File: src/rtl/keypad_pkg.sv
// Shared key codes, candidate classes and FSM states for the keypad scanner
// and for the grid control block that consumes key_pulse.
package keypad_pkg;

    localparam int         KEY_VALID = 4;
    localparam logic [4:0] KEY_IDLE  = 5'b00000;

    localparam logic [3:0] KEY_0    = 4'h0;
    localparam logic [3:0] KEY_1    = 4'h1;
    localparam logic [3:0] KEY_2    = 4'h2;
    localparam logic [3:0] KEY_3    = 4'h3;
    localparam logic [3:0] KEY_4    = 4'h4;
    localparam logic [3:0] KEY_5    = 4'h5;
    localparam logic [3:0] KEY_6    = 4'h6;
    localparam logic [3:0] KEY_7    = 4'h7;
    localparam logic [3:0] KEY_8    = 4'h8;
    localparam logic [3:0] KEY_9    = 4'h9;
    localparam logic [3:0] KEY_A    = 4'hA;
    localparam logic [3:0] KEY_B    = 4'hB;
    localparam logic [3:0] KEY_C    = 4'hC;
    localparam logic [3:0] KEY_D    = 4'hD;
    localparam logic [3:0] KEY_STAR = 4'hE;
    localparam logic [3:0] KEY_HASH = 4'hF;

    typedef enum logic [1:0] {
        NONE  = 2'd0,
        KEY   = 2'd1,
        MULTI = 2'd2
    } cand_class_t;

    typedef enum logic {
        IDLE    = 1'b0,
        PRESSED = 1'b1
    } key_state_t;

    // Physical matrix position to key code; row 0 is the top row.
    function automatic logic [3:0] key_code(input logic [1:0] row, input logic [1:0] col);
        case ({row, col})
            4'h0:    key_code = KEY_1;
            4'h1:    key_code = KEY_2;
            4'h2:    key_code = KEY_3;
            4'h3:    key_code = KEY_A;
            4'h4:    key_code = KEY_4;
            4'h5:    key_code = KEY_5;
            4'h6:    key_code = KEY_6;
            4'h7:    key_code = KEY_B;
            4'h8:    key_code = KEY_7;
            4'h9:    key_code = KEY_8;
            4'hA:    key_code = KEY_9;
            4'hB:    key_code = KEY_C;
            4'hC:    key_code = KEY_STAR;
            4'hD:    key_code = KEY_0;
            4'hE:    key_code = KEY_HASH;
            default: key_code = KEY_D;
        endcase
    endfunction

endpackage

File: src/rtl/keypad_scan_core.sv
// Column scanner: synchronizes the rows, walks the columns one slot at a time
// and reports one candidate (NONE / KEY(code) / MULTI) per full 4-column scan.
module keypad_scan_core
    import keypad_pkg::*;
#(
    parameter int SCAN_DIV = 1000
) (
    input  logic        clk,
    input  logic        rst,
    input  logic [3:0]  row_in,
    output logic [3:0]  col_out,
    output logic        scan_done,
    output cand_class_t cand_class,
    output logic [3:0]  cand_code
);

    localparam int               SLOT_W    = (SCAN_DIV > 1) ? $clog2(SCAN_DIV) : 1;
    localparam logic [SLOT_W-1:0] SLOT_LAST = SLOT_W'(SCAN_DIV - 1);

    logic [3:0]        row_sync_p0;
    logic [3:0]        row_sync_p1;
    logic [SLOT_W-1:0] slot_cnt;
    logic [1:0]        col_idx;
    logic [1:0]        acc_cnt;
    logic [3:0]        acc_code;

    logic              slot_end;
    logic [1:0]        row_first;
    logic [2:0]        row_hits;
    logic [1:0]        acc_cnt_nxt;
    logic [3:0]        acc_code_nxt;
    cand_class_t       class_nxt;

    // Pressed-key count only needs to distinguish 0, 1 and "2 or more".
    function automatic logic [1:0] sat_acc(input logic [1:0] acc, input logic [2:0] hits);
        logic [2:0] sum;
        sum = {1'b0, acc} + hits;
        return (sum >= 3'd2) ? 2'd2 : sum[1:0];
    endfunction

    assign slot_end = (slot_cnt == SLOT_LAST);

    always_comb begin
        row_first = 2'd0;
        for (int r = 3; r >= 0; r--) begin
            if (row_sync_p1[r]) begin
                row_first = 2'(r);
            end
        end
        row_hits = {2'b00, row_sync_p1[0]} + {2'b00, row_sync_p1[1]}
                 + {2'b00, row_sync_p1[2]} + {2'b00, row_sync_p1[3]};
        acc_cnt_nxt  = sat_acc(acc_cnt, row_hits);
        acc_code_nxt = acc_code;
        if ((acc_cnt == 2'd0) && (row_sync_p1 != 4'b0000)) begin
            acc_code_nxt = key_code(row_first, col_idx);
        end
        case (acc_cnt_nxt)
            2'd0:    class_nxt = NONE;
            2'd1:    class_nxt = KEY;
            default: class_nxt = MULTI;
        endcase
    end

    // Row synchronizer stages p0/p1, then slot / column sequencing.
    always_ff @(posedge clk or posedge rst) begin
        if (rst) begin
            row_sync_p0 <= 4'b0000;
            row_sync_p1 <= 4'b0000;
            slot_cnt    <= '0;
            col_idx     <= 2'd0;
            col_out     <= 4'b0001;
            acc_cnt     <= 2'd0;
            acc_code    <= 4'h0;
            scan_done   <= 1'b0;
            cand_class  <= NONE;
            cand_code   <= 4'h0;
        end else begin
            row_sync_p0 <= row_in;
            row_sync_p1 <= row_sync_p0;
            scan_done   <= 1'b0;
            if (slot_end) begin
                slot_cnt <= '0;
                col_idx  <= col_idx + 2'd1;
                col_out  <= {col_out[2:0], col_out[3]};
                if (col_idx == 2'd3) begin
                    scan_done  <= 1'b1;
                    cand_class <= class_nxt;
                    cand_code  <= (class_nxt == KEY) ? acc_code_nxt : 4'h0;
                    acc_cnt    <= 2'd0;
                    acc_code   <= 4'h0;
                end else begin
                    acc_cnt  <= acc_cnt_nxt;
                    acc_code <= acc_code_nxt;
                end
            end else begin
                slot_cnt <= slot_cnt + 1'b1;
            end
        end
    end

endmodule

File: src/rtl/keypad_pulse_gen.sv
// 4x4 keypad front end: debounces per-scan candidates and emits one
// {valid, code} pulse per confirmed press, plus a held indication.
module keypad_pulse_gen
    import keypad_pkg::*;
#(
    parameter int SCAN_DIV       = 1000,
    parameter int DEBOUNCE_SCANS = 8
) (
    input  logic       clk,
    input  logic       rst,
    input  logic [3:0] row_in,
    output logic [3:0] col_out,
    output logic [4:0] key_pulse,
    output logic       key_held
);

    localparam int               CNT_W   = $clog2(DEBOUNCE_SCANS + 1);
    localparam logic [CNT_W-1:0] CNT_MAX = CNT_W'(DEBOUNCE_SCANS);

    logic              scan_done;
    cand_class_t       cand_class;
    logic [3:0]        cand_code;

    logic [CNT_W-1:0]  stable_cnt;
    cand_class_t       prev_class;
    logic [3:0]        prev_code;
    key_state_t        state;

    logic              same_cand;
    logic [CNT_W-1:0]  cnt_nxt;
    logic              confirmed;
    key_state_t        state_nxt;
    logic [4:0]        pulse_nxt;

    function automatic logic [CNT_W-1:0] sat_inc(input logic [CNT_W-1:0] cnt);
        return (cnt == CNT_MAX) ? cnt : cnt + 1'b1;
    endfunction

    keypad_scan_core #(
        .SCAN_DIV (SCAN_DIV)
    ) u_scan (
        .clk        (clk),
        .rst        (rst),
        .row_in     (row_in),
        .col_out    (col_out),
        .scan_done  (scan_done),
        .cand_class (cand_class),
        .cand_code  (cand_code)
    );

    always_comb begin
        same_cand = (cand_class == prev_class) && (cand_code == prev_code);
        cnt_nxt   = same_cand ? sat_inc(stable_cnt) : CNT_W'(1);
        confirmed = scan_done && (cnt_nxt == CNT_MAX);
    end

    // Debounce stage: one update per completed scan.
    always_ff @(posedge clk or posedge rst) begin
        if (rst) begin
            stable_cnt <= '0;
            prev_class <= NONE;
            prev_code  <= 4'h0;
        end else if (scan_done) begin
            stable_cnt <= cnt_nxt;
            if (!same_cand) begin
                prev_class <= cand_class;
                prev_code  <= cand_code;
            end
        end
    end

    // A different key or a chord while PRESSED is ignored: only a debounced
    // all-released scan re-arms the detector.
    always_comb begin
        state_nxt = state;
        pulse_nxt = KEY_IDLE;
        case (state)
            IDLE: begin
                if (confirmed && (cand_class == KEY)) begin
                    state_nxt            = PRESSED;
                    pulse_nxt[KEY_VALID] = 1'b1;
                    pulse_nxt[3:0]       = cand_code;
                end
            end
            PRESSED: begin
                if (confirmed && (cand_class == NONE)) begin
                    state_nxt = IDLE;
                end
            end
            default: state_nxt = IDLE;
        endcase
    end

    // Output stage.
    always_ff @(posedge clk or posedge rst) begin
        if (rst) begin
            state     <= IDLE;
            key_pulse <= KEY_IDLE;
        end else begin
            state     <= state_nxt;
            key_pulse <= pulse_nxt;
        end
    end

    assign key_held = (state == PRESSED);

endmodule

File: config.mk
export PLATFORM = sky130hd
export DESIGN_NAME = keypad_pulse_gen
export DESIGN_NICKNAME = d
export VERILOG_FILES = /design/src/rtl/keypad_pkg.sv /design/src/rtl/keypad_scan_core.sv /design/src/rtl/keypad_pulse_gen.sv
export SDC_FILE = /design/constraint.sdc
export NUM_CORES = 1
export LEC_CHECK = 0
export CAP_MARGIN = 10
export CORE_MARGIN = 2
export CORE_UTILIZATION = 40
export DETAILED_ROUTE_END_ITERATION = 10
export GPL_TIMING_DRIVEN = 0
export PLACE_DENSITY_LB_ADDON = 0.12
export SLEW_MARGIN = 0
export SYNTH_ARGS = -nofsm -noshare
export SYNTH_HDL_FRONTEND = slang
export SYNTH_HIERARCHICAL = 1
export SYNTH_SLANG_ARGS = --single-unit
File: constraint.sdc
create_clock -name clk -period 3.2 [get_ports clk]
set_input_delay 0.32 -clock clk [delete_from_list [all_inputs] [get_ports clk]]
set_output_delay 0.32 -clock clk [all_outputs]
set_load 0.1 [all_outputs]
Word level (Yosys, flattened, before mapping)

Memories as Yosys holds them, arrays and structs flattened.
Index checks and enable logic that the tools add are counted.

Bits in registers: 53
ROM bits: 64
Input bits: 6
Output and inout port bits: 10
Word-level logic and storage cells: 66
Memories kept: 1

$add $sub $neg: 7
Magnitude comparators: 1
Eq/ne operators: 9
Mux-type cells: 20
Bitwise logic cells: 2
Reduce and logical (&&, ||, !) cells: 11

Memory list:

| name             | depth | width | read ports | clocked after Yosys merged registers in | write ports | RTL line         | source |
|---|---|---|---|---|---|---|---|
| (name not given) | 16    | 4     | 1          | 0                                       | 0           | keypad_pkg.sv:38 | `case ({row, col})` |

Operator list:

| operator                | number |
|---|---|
| $mux W4                 | 5 |
| $mux W2                 | 6 |
| $add A10 B1 Y10 const B | 1 |
| $eq A10 B10 Y1 const B  | 1 |
| $mux W10                | 1 |
| $mux W5                 | 2 |
| $eq A4 B4 Y1 const B    | 2 |
| $add A3 B1 Y3           | 2 |
| $eq A2 B1 Y1 const B    | 3 |
| $logic_not A2 Y1        | 3 |
| $logic_and A1 B1 Y1     | 5 |
| $add A4 B1 Y4 const B   | 1 |
| $eq A4 B4 Y1            | 1 |
| $mux W1                 | 4 |
| $pmux W2 S2             | 1 |
| $reduce_and A2 Y1       | 2 |
| $reduce_bool A4 Y1      | 1 |
| $add A2 B3 Y3           | 1 |
| $ge A3 B2 Y1 const B    | 1 |
| $add A1 B1 Y2           | 1 |
| $add A2 B1 Y2 const B   | 1 |
| $eq A2 B2 Y1            | 1 |
| $eq A2 B2 Y1 const B    | 1 |
| $not A1 Y1              | 2 |
| $pmux W1 S2             | 1 |

Longest topological paths before layout

Gate-level depths: netlist of run 1.

Word-level depth: 10
Mapped depth: 8
Mapped depth without buffers: 7

Cells and area by module

The synthesis of run 1 kept the hierarchy.

Modules (own cells, without submodules):

| module           | times used | cells each | area an instance (um^2) | sequential area each (um^2) |
|---|---|---|---|---|
| keypad_scan_core | 1          | 176        | 1848.0                  | 927.1 |
| keypad_pulse_gen | 1          | 67         | 784.5                   | 400.4 |

Worst setup path before layout of run 1

OpenSTA, ideal clock, no wires.

Kind: flip-flop to flip-flop
Start point: register u_scan.row_sync_p1[3]
End point: register u_scan.cand_code[2]
Setup time: 0.083 ns
Arrival time: 2.482 ns
Data required time: 3.117 ns
Slack: 0.636 ns
Cell stages (with the launch flop): 9
Buffers on the path: 1
Clock period less this slack: 2.564 ns
Cells stage by stage: dfrtp_1 fa_1 fa_1 fa_1 nor4bb_1 and4_1 buf_2 nand3b_1 o21ai_0

Longest elaborated chain between the ends: 8
Elaborated cells between the ends (all ways): 17
Classes of those cells: add/sub: 2; order compare: 1; eq/ne: 2; mux: 8; reduce/logical: 3; memory: 1

Ends and longest elaborated chain:

| what                                                    | RTL line               | source |
|---|---|---|
| from (decl)                                             | keypad_scan_core.sv:21 | `logic [3:0] row_sync_p1;` |
| from (signal assigned)                                  | keypad_scan_core.sv:79 | `row_sync_p1 <= row_sync_p0;` |
| $add A3 B1 Y3                                           | keypad_scan_core.sv:51 | `+ {2'b00, row_sync_p1[2]} + {2'b00, row_sync_p1[3]};` |
| $add A2 B3 Y3                                           | keypad_scan_core.sv:37 | `sum = {1'b0, acc} + hits;` |
| $ge A3 B2 Y1                                            | keypad_scan_core.sv:38 | `return (sum >= 3'd2) ? 2'd2 : sum[1:0];` |
| $mux W2                                                 | keypad_scan_core.sv:38 |  |
| $eq A2 B1 Y1 / $logic_not A2 Y1 (equally long branches) | keypad_scan_core.sv:57 | `case (acc_cnt_nxt)` |
| $pmux W2 S2                                             | keypad_scan_core.sv:57 |  |
| $eq A2 B1 Y1                                            | keypad_scan_core.sv:88 | `cand_code <= (class_nxt == KEY) ? acc_code_nxt : 4'h0;` |
| $mux W4 (*)                                             | keypad_scan_core.sv:88 |  |
| to (signal assigned)                                    | keypad_scan_core.sv:88 |  |
| to (decl)                                               | keypad_scan_core.sv:14 | `output logic [3:0] cand_code` |

Every way passes the cells marked *; elsewhere a longest branch is shown, timed or not.
A chain may end at the register's enable or synchronous reset.

Worst setup path in the final report of run 1

Same ends and word-level chain as after synthesis.

==> results of run 1 <==
==> stage by stage <==
step                      hold slack, ns  cells   util  cell area, um^2  total power [uW]
after floorplan                    0.234    243      -             2630               730
after CTS                          0.361    343  0.472             3000              1230
after detailed placement           0.339    335  0.453             2880               748
final                              0.359    343  0.472             3000              1210
after global placement             0.333    335  0.453             2880               747
after global routing               0.364    343  0.472             3000              1260
==> per-layer routing <==
metal / routed length (um) / vias up
li1: - / 898
met1: 2360 / 888
met2: 2230 / 19
met3: 137 / 6
met4: 62 / 0
met5: 0 / -
==> cells in the mapped netlist, types with 2 or more instances <==
cell type / count / area [um^2]
xor2_1: 5 / 43.8
nand3b_1: 3 / 22.5
o31ai_1: 3 / 22.5
nor2_1: 11 / 41.3
nor3b_1: 5 / 37.5
a21oi_1: 5 / 25.0
and3_1: 6 / 37.5
o211ai_1: 2 / 15.0
mux2i_1: 3 / 30.0
nand4_1: 2 / 12.5
xnor2_1: 8 / 70.1
ha_1: 8 / 100
a32oi_1: 3 / 26.3
mux2_2: 7 / 78.8
clkbuf_1: 5 / 18.8
fa_1: 3 / 60.1
buf_2: 5 / 25.0
and4_1: 3 / 26.3
nand2_1: 24 / 90.1
nand4b_1: 2 / 17.5
and2_1: 6 / 37.5
nand2b_1: 2 / 12.5
nor3_1: 2 / 10.0
a31oi_1: 3 / 18.8
o2111ai_1: 2 / 17.5
inv_1: 12 / 45.0
o21ai_0: 13 / 65.1
nand3_1: 7 / 35.0
nor2b_1: 5 / 31.3
dfrtp_1: 52 / 1300
==> logic make-up after synthesis <==
| family | share of synthesized area |
|---|---|
| AOI/OAI and AO/OA | 0.109 |
| xor gates and xnor gates | 0.0433 |
| adders and majority gates | 0.0608 |
| buffers and inverters | 0.0409 |
| DFF | 0.504 |
| muxes | 0.0471 |
| and+or+nand+nor | 0.194 |
==> worst max-delay path, stage by stage (launching register included) <==
cell      delay, ns
dfrtp_1        0.50
fa_1           0.48
fa_1           0.40
fa_1           0.46
nor4bb_1       0.32
and4_1         0.22
buf_2          0.20
nand3b_1       0.10
o21ai_0        0.14
==> path summary, 6_finish.rpt <==
check                                            from                     to  slack (ns)  depth (start not counted)
worst min-delay path            u_scan/row_sync_p0[3]  u_scan/row_sync_p1[3]        0.36                          0
max in group asynchronous                         rst   u_scan/cand_class[0]        2.22                          2
worst max register to register  u_scan/row_sync_p1[3]    u_scan/cand_code[2]        0.32                          8
worst max-delay path            u_scan/row_sync_p1[3]    u_scan/cand_code[2]        0.32                          8
min in group asynchronous                         rst           key_pulse[4]        0.43                          2
worst min register to register  u_scan/row_sync_p0[3]  u_scan/row_sync_p1[3]        0.36                          0
==> flip-flops by register name, indices dropped and copies added (netlist names), 4 cells and up <==
| name | flops |
|---|---|
| stable_cnt | 4 |
| u_scan/slot_cnt | 10 |
| u_scan/acc_code | 4 |
| u_scan/col_out | 4 |
| key_pulse | 5 |
| u_scan/row_sync_p0 | 4 |
| u_scan/row_sync_p1 | 4 |
| prev_code | 4 |
| u_scan/cand_code | 4 |
==> area by class of cell <==
class | instances | area (um^2)
Clock inverter | 2 | 37.5
Inverter | 12 | 45.0
Clock buffer | 6 | 82.6
Buffer | 12 | 62.6
Tap cell | 77 | 96.3
Sequential cell | 53 | 1330
Multi-Input combinational cell | 166 | 1200
Fill cell | 611 | 3350
Timing Repair Buffer | 15 | 150
==> power by group <==
part	internal (uW)	total, uW	switching, uW
Clock	255	476	221
Sequential	674	678	3.83
Combinational	21.8	54.6	32.7
Total	951	1210	258
==> results.cfg, run 1 <==
[status]
outcome = complete, no violations

[cts]
cts_buffer_depth = 2
cts.htree.levels = 2
clock-sinks = 53
postCtsSetupBuffers = 0
clockRootBuffer = clkbuf_8
cts_buffers = 5
path_clk_slew_ns = 0.09
cts_tree = done
cts_hold_buffers = 0
cts_resized = 0
worstSkewPairLatency_ns = 0.31

[logic_synthesis]
synth_ff_type = dfrtp_1
ys_seq_area_frac = 0.504
async_reset_ff_frac = 1.00
syn_nets = 260
yosys_warnings = 6
yosysUniqueCellTypes = 56
yosys_register_bits = 53
avgSynthCellArea_um2 = 10.8
netlist_instances = 243
synth-edff-count = 0
netlist_area_um2 = 2630

[drt]
viasPerCell = 5.28
dr.first_iter.drc_count = 74
route.detailed.drc = 0
routed_wl_um = 4790
first_pass_iters = 4
via_count = 1811
ant_nets = 0
wl_per_cell_um = 14.0

[global_routing]
gr-usage-met1 = 0.210
first_global_vias = 1760
grtUsageMet2 = 0.226
met3_usage = 0.0302
overflow = 0
grt_max_degree = 38
antenna_found_initial = 0
track_usage = 0.148
grt_pass1_wl_um = 8600
busiest_layer = met2

[floorplan]
die_h_um = 85.1
rows = 29
fp.coreArea_um2 = 6350
io_pins = 16
start_util = 0.415
die_area_um2 = 7250
die_w_um = 85.1

[run]
drv_cap = 0

[place]
place_ws_ns = 0.336
port_buffers = 15
place_congestion = 0.762
post-dp-hpwl_um = 3420

[sta]
setup_ws_ns = 0.320
relSlewSlack = 0.347
finalSetupViolCount = 0
worst_pin_slew_ns = 0.977
hold_violations = 0
period_minus_slack_ns = 2.88
clock_skew_ns = 0.0116
fmax_mhz = 347
rsz0062_at_grt = false
slew_violations = 0
period_share = 0.900
fin_setup_tns_ns = 0

[worst_hold_path]
hold_class = register to register

[critical_path]
worstPathRequired_ns = 3.43
arrival_ns = 3.11
crit_path_end_kind = register
path_class = register to register
path_max_fanout = 8
cp-start-kind = register

[finish]
drive_gt1_frac = 0.117
n_antenna_cell = 0
final_cell_mix = 52 x dfrtp_1, 24 x nand2_1, 15 x clkdlybuf4s50_1, 13 x o21ai_0
final_common_cell = dfrtp_1
area_growth_pct = 13.9
nets = 282

[power]
ir_drop_v = 0.000209
leakagePower_uw = 0.00138
power.density_nw_per_um2 = 403
Note: power is estimated with default switching activity, not from simulation.
==> inputs of run 2 (changes only) <==
SYNTH_HIERARCHICAL = default   (was 1)
==> results.cfg, run 2 <==
[status]
outcome = complete, no violations

[global_routing]
overflow = 0
grt_max_degree = 35
grt_pass1_wl_um = 8000
antenna_found_initial = 0
track_usage = 0.137
first_global_vias = 1726

[worst_hold_path]
hold_class = primary input to async pin

[finish]
final_cell_mix = 52 x dfrtp_1, 30 x nand2_1, 15 x nor2_1, 15 x inv_1, 15 x clkdlybuf4s50_1
final_common_cell = dfrtp_1
fillers = 625
n_antenna_cell = 0
drive_gt1_frac = 0.118
nets = 282
largest_reg_flops = 10
area_growth_pct = 14.9
multi_input_area_um2 = 1160
reg_top3 = u_scan.slot_cnt: 10 flops, key_pulse: 5 flops
top_register = u_scan.slot_cnt
final-seq-area_um2 = 1330
final_util = 0.471

[sta]
rsz0062_at_grt = false
fmax_mhz = 346
finalSetupViolCount = 0
period_minus_slack_ns = 2.89
clock_skew_ns = 0.0102
worst_pin_slew_ns = 0.969
hold_violations = 0
whs_ns = 0.337
slew_violations = 0
fin_setup_tns_ns = 0
period_share = 0.903
relSlewSlack = 0.352

[cts]
cts_tree = done
postCtsSetupBuffers = 0
cts_buffers = 5
cts.htree.levels = 2
worstSkewPairLatency_ns = 0.30
cts_buffer_depth = 2
cts_hold_buffers = 0
cts_resized = 0
clock-sinks = 53
clockRootBuffer = clkbuf_8
path_clk_slew_ns = 0.10

[critical_path]
crit_path_frequent_cell = inv_1
path_max_fanout = 8
path_cells = buf_2, inv_1, ha_1, inv_1, fa_1, inv_1, ha_1, inv_1, fa_1, xor2_1, and2_1, nand4_4, a21oi_2, a21o_1
cp-start-kind = register
worst_path_max_delay_cell = fa_1
slowest_delay_ns = 0.42
path_buf_inv = 5
worst_path_dominant_cell_family = adder cells
path_class = register to register
arrival_ns = 3.13
crit_path_end_kind = register
worstPathRequired_ns = 3.44

[drt]
via_count = 1701
routed_wl_um = 4390
dr.first_iter.drc_count = 53
first_pass_iters = 4
wl_per_cell_um = 12.9
ant_nets = 0
route.detailed.drc = 0
viasPerCell = 5.00

[logic_synthesis]
synth_commonest_cells = 52 x dfrtp_1, 30 x nand2_1, 16 x inv_1
synth_compound_area_frac = 0.0986
netlist_instances = 239
yosysMostFrequentCell = dfrtp_1
yosys_register_bits = 53
netlist_area_um2 = 2590
avgSynthCellArea_um2 = 10.8
synthTopCellsByArea = dfrtp_1 50%, ha_1 5.8%, nand2_1 4.3%, xnor2_1 2.7%, xor2_1 2.7%
ys_seq_area_frac = 0.513
synth-edff-count = 0
yosysUniqueCellTypes = 55
yosys_warnings = 0
yosys.area_share.xor_xnor = 0.0541
synth.top_cell.area_share = 0.503
synth_top_cell_by_area = dfrtp_1
yosys.area_share.simple = 0.183
syn_nets = 259
synth_top_family_by_area = simple AND/OR/NAND/NOR gates
synth_fa_ha_area_frac = 0.0735
synth_ff_type = dfrtp_1
async_reset_ff_frac = 1.00
synth.mux.area_fraction = 0.0382

[power]
leakagePower_uw = 0.00142
power.density_nw_per_um2 = 407
ir_drop_v = 0.000290

[place]
place_congestion = 0.805
post-dp-hpwl_um = 3210
port_buffers = 15

[run]
drv_cap = 0

[floorplan]
die_area_um2 = 7130
die_h_um = 84.4
io_pins = 16
rows = 29
fp.coreArea_um2 = 6310
die_w_um = 84.4
start_util = 0.410
[run 2: through the flow]
stage	area (um^2)	setup slack [ns]	total power, uW	instances
floorplan	2590	0.541	736	239
global placement	2840	0.326	755	331
detailed placement	2860	0.322	758	332
CTS	2980	0.297	1230	340
global route	2980	0.0555	1270	340
finish	2980	0.310	1210	340
[run 2: worst paths after layout]
check                      cells after the start             startpoint               endpoint  slack [ns]
setup / recovery                              14  u_scan.row_sync_p1[1]    u_scan.cand_code[1]        0.31
hold / removal                                 2                    rst          stable_cnt[0]        0.34
setup reg to reg                              14  u_scan.row_sync_p1[1]    u_scan.cand_code[1]        0.31
hold reg to reg                                0  u_scan.row_sync_p0[3]  u_scan.row_sync_p1[3]        0.35
max in group asynchronous                      3                    rst  u_scan.row_sync_p0[1]        2.32
min in group clk                               0  u_scan.row_sync_p0[3]  u_scan.row_sync_p1[3]        0.35
[run 2: layout make-up]
cell class	count	share of cell area
Buffer	7	0.0147
Clock buffer	6	0.0278
Clock inverter	2	0.0126
Inverter	16	0.0202
Multi-Input combinational cell	163	0.389
Sequential cell	53	0.446
Tap cell	77	0.0324
Timing Repair Buffer	16	0.0572
[run 2: kinds of logic after synthesis]
logic type                 after synthesis
AOI/OAI and AO/OA                       38
xor gates and xnor gates                16
adders and majority gates               14
buffers and inverters                   23
DFF                                     53
muxes                                    9
and+or+nand+nor                         86
[run 2: worst register-to-register path: stages (launching register included)]
cell     delay, ns
dfrtp_1       0.35
buf_2         0.19
inv_1         0.12
ha_1          0.29
inv_1         0.05
fa_1          0.42
inv_1         0.06
ha_1          0.13
inv_1         0.05
fa_1          0.37
xor2_1        0.14
and2_1        0.29
nand4_4       0.16
a21oi_2       0.14
a21o_1        0.09
[run 2: layer usage]
| layer | up-vias | global-route usage | share of wire |
|---|---|---|---|
| met2 | 14 | 0.223 | 0.46 |
| met3 | 2 | 0.0295 | 0.020 |
| met5 | - | 0 | 0 |
| li1 | 858 | - | - |
| met1 | 827 | 0.190 | 0.51 |
| met4 | 0 | 0.0303 | 0.0055 |
[run 2: report_power, final]
part / internal, uW / leakage, uW / switching [uW]
Sequential: 674 / 0.000704 / 4.71
Clock: 255 / 0.0000574 / 213
Combinational: 24.0 / 0.000661 / 40.8
Total: 953 / 0.00142 / 258
==> inputs of run 3 (changes only) <==
CORE_ASPECT_RATIO = 0.9   (was default)
CORE_MARGIN = 1   (was 2)
CORE_UTILIZATION = 45   (was 40)
==> results.cfg, run 3 (synthesis results as in run 2) <==
[status]
outcome = complete, no violations

[finish]
top_register = u_scan.slot_cnt
area_growth_pct = 13.3
n_antenna_cell = 0
multi_input_area_um2 = 1160
final_util = 0.545
final-seq-area_um2 = 1330
fillers = 481
nets = 282
reg_top3 = u_scan.slot_cnt: 10 flops, key_pulse: 5 flops
final_cell_mix = 52 x dfrtp_1, 30 x nand2_1, 15 x nor2_1, 15 x inv_1, 15 x clkdlybuf4s50_1
drive_gt1_frac = 0.118
final_common_cell = dfrtp_1
largest_reg_flops = 10

[sta]
clock_skew_ns = 0.0137
period_share = 0.896
relSlewSlack = 0.353
worst_pin_slew_ns = 0.967
fmax_mhz = 349
period_minus_slack_ns = 2.87
finalSetupViolCount = 0
setup_ws_ns = 0.332
rsz0062_at_grt = false
whs_ns = 0.354
slew_violations = 0
hold_violations = 0
fin_setup_tns_ns = 0

[global_routing]
grt_pass1_wl_um = 7450
first_global_vias = 1601
overflow = 0
antenna_found_initial = 0
track_usage = 0.164
grt_max_degree = 29

[cts]
cts.htree.levels = 2
cts_buffers = 5
clockRootBuffer = clkbuf_8
postCtsSetupBuffers = 0
cts_hold_buffers = 0
worstSkewPairLatency_ns = 0.32
path_clk_slew_ns = 0.09
cts_resized = 0
clock-sinks = 53
cts_buffer_depth = 2
cts_tree = done

[critical_path]
crit_path_frequent_cell = inv_1
worst_path_max_delay_cell = fa_1
crit_path_end_kind = register
path_class = register to register
worstPathRequired_ns = 3.46
cp-start-kind = register
path_buf_inv = 5
worst_path_dominant_cell_family = adder cells
slowest_delay_ns = 0.42
path_cells = buf_2, inv_1, ha_1, inv_1, fa_1, inv_1, ha_1, inv_1, fa_1, xor2_1, and2_1, nand4_4, a21oi_2, a21o_1
path_max_fanout = 8
arrival_ns = 3.13

[place]
place_ws_ns = 0.336
port_buffers = 15
place_congestion = 0.833
post-dp-hpwl_um = 3070

[drt]
viasPerCell = 5.25
route.detailed.drc = 0
via_count = 1734
dr.first_iter.drc_count = 54
first_pass_iters = 4
wl_per_cell_um = 13.1
routed_wl_um = 4320
ant_nets = 0

[floorplan]
start_util = 0.481
die_h_um = 74.0
rows = 25
io_pins = 16
die_area_um2 = 6060
die_w_um = 82.0
fp.coreArea_um2 = 5380

[power]
finalPower_uw = 1130
leakagePower_uw = 0.00140
power.density_nw_per_um2 = 385
ir_drop_v = 0.000263

[run]
drv_cap = 0

[worst_hold_path]
hold_class = register to register
==> run 3: changes by cell type in the layout (fill, tap and decap cells not counted), sizes merged <==
cell	before	now
bufinv	1	0
clkbuf	8	7
clkinvlp	1	3
==> run 3: report_power, final <==
part | total, uW | leakage (uW) | switching, uW | internal, uW
clock network | 386 | 0.0000364 | 232 | 154
registers | 679 | 0.000704 | 4.94 | 674
logic | 63.6 | 0.000661 | 39.6 | 23.9
total | 1130 | 0.00140 | 277 | 852
==> run 3: final timing paths <==
kind | startpoint | end | slack, ns | cells past startpoint
worst max-delay path | u_scan.row_sync_p1[1] | u_scan.cand_code[1] | 0.33 | 14
worst min-delay path | u_scan.row_sync_p0[0] | u_scan.row_sync_p1[0] | 0.35 | 0
max in group asynchronous | rst | u_scan.col_out[0] | 2.23 | 3
min in group asynchronous | rst | key_pulse[3] | 0.36 | 2
worst min register to register | u_scan.row_sync_p0[0] | u_scan.row_sync_p1[0] | 0.35 | 0
worst max register to register | u_scan.row_sync_p1[1] | u_scan.cand_code[1] | 0.33 | 14
==> run 3: layout make-up <==
class,instances,area share
flip-flops and latches,53,0.452
inverters,16,0.0205
repair buffers,16,0.0580
plain buffers,7,0.0149
clock buffers,5,0.0235
well taps,67,0.0286
clock inverters,3,0.00768
multi-input cells,163,0.394
==> run 3: per-layer routing <==
layer | track usage | wire length [um] | vias to the layer above
met5 | 0 | 0 | -
met4 | 0.0643 | 76 | 0
met3 | 0.0405 | 120 | 8
met2 | 0.242 | 1930 | 23
met1 | 0.233 | 2190 | 843
li1 | - | - | 860
==> run 3: metrics by stage <==
step                      cell area [um^2]  instances
final                                 2930        330
after global routing                  2930        330
after CTS                             2930        330
after detailed placement              2840        322
after global placement                2820        321
after floorplan                       2590        239
==> variant (flow settings as in run 3) <==
Add an input register stage for `row_in`, without a reset; this delays it by one clock.
--- a/src/rtl/keypad_pulse_gen.sv
+++ b/src/rtl/keypad_pulse_gen.sv
@@ -17,4 +17,10 @@
     localparam int               CNT_W   = $clog2(DEBOUNCE_SCANS + 1);
     localparam logic [CNT_W-1:0] CNT_MAX = CNT_W'(DEBOUNCE_SCANS);
+
+    logic [3:0] row_q;
+
+    always_ff @(posedge clk) begin
+        row_q <= row_in;
+    end
 
     logic              scan_done;
@@ -42,5 +48,5 @@
         .clk        (clk),
         .rst        (rst),
-        .row_in     (row_in),
+        .row_in     (row_q),
         .col_out    (col_out),
         .scan_done  (scan_done),
Formal check against the unedited RTL: same outputs for any inputs over 10 cycles, from zero or initial values and one cycle with rst high; that may be too few to reach the edited logic, so the function may still have changed.
==> variant against run 3 <==
Critical endpoint is now u_scan.cand_code[3]$_DFFE_PP0P_; worst setup slack got worse by 59 ps; area after synthesis rose by 1.3%; wire length rose by 7.0%; final area rose by 5.4%; critical path type unchanged; maximum frequency fell by 2.0%; total power rose by 36%; sequential cell count rose by 4.
==> variant: results (changes against run 3) <==
- Skew-Pair Late Insertion Delay: 340 ps (+20 ps)
- Routed WL: 4617 microns (+7.0%)
- Iter 0 DRT Violations: 111 (+110%)
- Global-route wire length before repair: 8176 microns (+9.7%)
- Count of cells along the worst register-to-register path: 12 (-2)
- Met3 layer usage reported by global route: 5.890% (+1.8 points)
- Filler Cells Inserted: 494 (+2.7%)
- Global routing usage on met2: 26.72% (+2.6 points)
- Max transition margin: 34.78% (-0.55 points)
- Maximum level of the CTS H-tree: 3 (+1)
- Detailed-placement wirelength estimate: 3356 microns (+9.4%)
- Fraction of registers with async set or reset after synthesis: 92.98% (-7.0 points)
- Largest driver fanout on the critical path: 11 (+3)
- Top_reg_cell synth: dfrtp_1
- All-layer global routing usage: 18.67% (+2.3 points)
- Layout Skew: 6.280 ps (-7.383 ps)
- Post-synth top cells: dfrtp_1 (52), nand2_1 (30), inv_1 (22)
- Net switching component of the power: 0.3281 mW (+19%)
- Peak VDD IR: 0.0004708 V (+79%)
- Capture point of the worst reg-to-reg path: u_scan.cand_code[3]$_DFFE_PP0P_
- Pin count of the biggest net entering global routing: 35 (+21%)
- Met1 track demand over resource: 25.24% (+1.9 points)
- Slowest stage cell on the critical path: dfrtp_1
- Final RePlAce weighted congestion: 0.7846 (-5.8%)
- Critical path arrival: 3150 ps (+20 ps)
- Count of distinct cell types in the synthesized netlist: 47 (-15%)
- Layout cell share with drive strength beyond 1: 11.96% (+0.17 points)
- Average vias per placed instance: 5.271 (+0.32%)
- Share of synthesized area occupied by flip-flops and latches: 53.67% (+2.4 points)
- Critical Path Max Stage Delay: 520 ps (+100 ps)
- Number of antenna violations at the first check in global routing: 0 (unchanged)
- Cell leakage power: 1.468 nW (+4.7%)
- Dominant cells by area after synthesis: dfrtp_1 (50%), ha_1 (5.7%), nand2_1 (4.3%)
- Tightest Hold Check Type: in2async
- Total Nets Final: 291 (+3.2%)
- Total CTS buffers: 9 (+4)
- Worst reg2reg setup slack: 270 ps (-60 ps)
- Post-Synthesis Net Count: 265 (+2.3%)
- Number of global-route vias before repair: 1735 (+8.4%)
- Result of the run: finished, final reports clean
- Clock-pin slew on the worst setup and hold paths: 60 ps (-30 ps)
## variant: how the worst max path moves through the flow
stage | end | cells after the start | slack [ps]
2_1_floorplan | u_scan.cand_code[3]$_DFFE_PP0P_ | 13 | 350
3_3_place_gp | u_scan.cand_code[3]$_DFFE_PP0P_ | 13 | 170
3_5_place_dp | u_scan.cand_code[3]$_DFFE_PP0P_ | 13 | 100
4_1_cts | u_scan.cand_code[3]$_DFFE_PP0P_ | 13 | 100
5_1_grt | u_scan.cand_code[3]$_DFFE_PP0P_ | 12 | 60
6_report | u_scan.cand_code[3]$_DFFE_PP0P_ | 12 | 270
## variant: cell families after synthesis
kind of cell    synth area share [%]
simple gates                   16.32
fa+ha+maj                      7.252
flops                          53.67
compound gates                 9.781
xor+xnor                       5.344
mux                            3.388
buf+inv                        4.246
## variant: power groups by stage
stage | clock network, mW | logic (mW) | registers (mW)
6_report | 0.746 | 0.0550 | 0.734
3_5_place_dp | 0 | 0.0590 | 0.746
4_1_cts | 0.764 | 0.0592 | 0.732
5_1_grt | 0.801 | 0.0652 | 0.734
2_1_floorplan | 0 | 0.0374 | 0.745
3_3_place_gp | 0 | 0.0537 | 0.746
## variant: layer usage
metal	up-vias	routed length [microns]
li1	892	-
met3	10	169
met2	34	2055
met1	872	2300
met5	-	0
met4	0	91
## variant: cell type report
class,instances,share of cell area (%)
buffer,6,0.8091
clock buffer,11,4.571
clock inverter,5,2.549
inverter,22,2.670
multi-input combinational,159,35.68
sequential,57,45.51
tap,67,2.710
timing repair buffer,16,5.502
## variant: stage by stage
step	cells	hold slack [ps]	utilization (%)	cell area [sq um]	worst slack, ps
CTS	344	300.4	56.90	3097	104.3
detailed placement	328	320.4	52.85	2877	100.2
floorplan	245	316.3	-	2623	355.0
global route	343	337.9	56.83	3093	62.09
global placement	327	318.8	52.48	2856	166.1
finish	343	298.4	56.83	3093	273.5
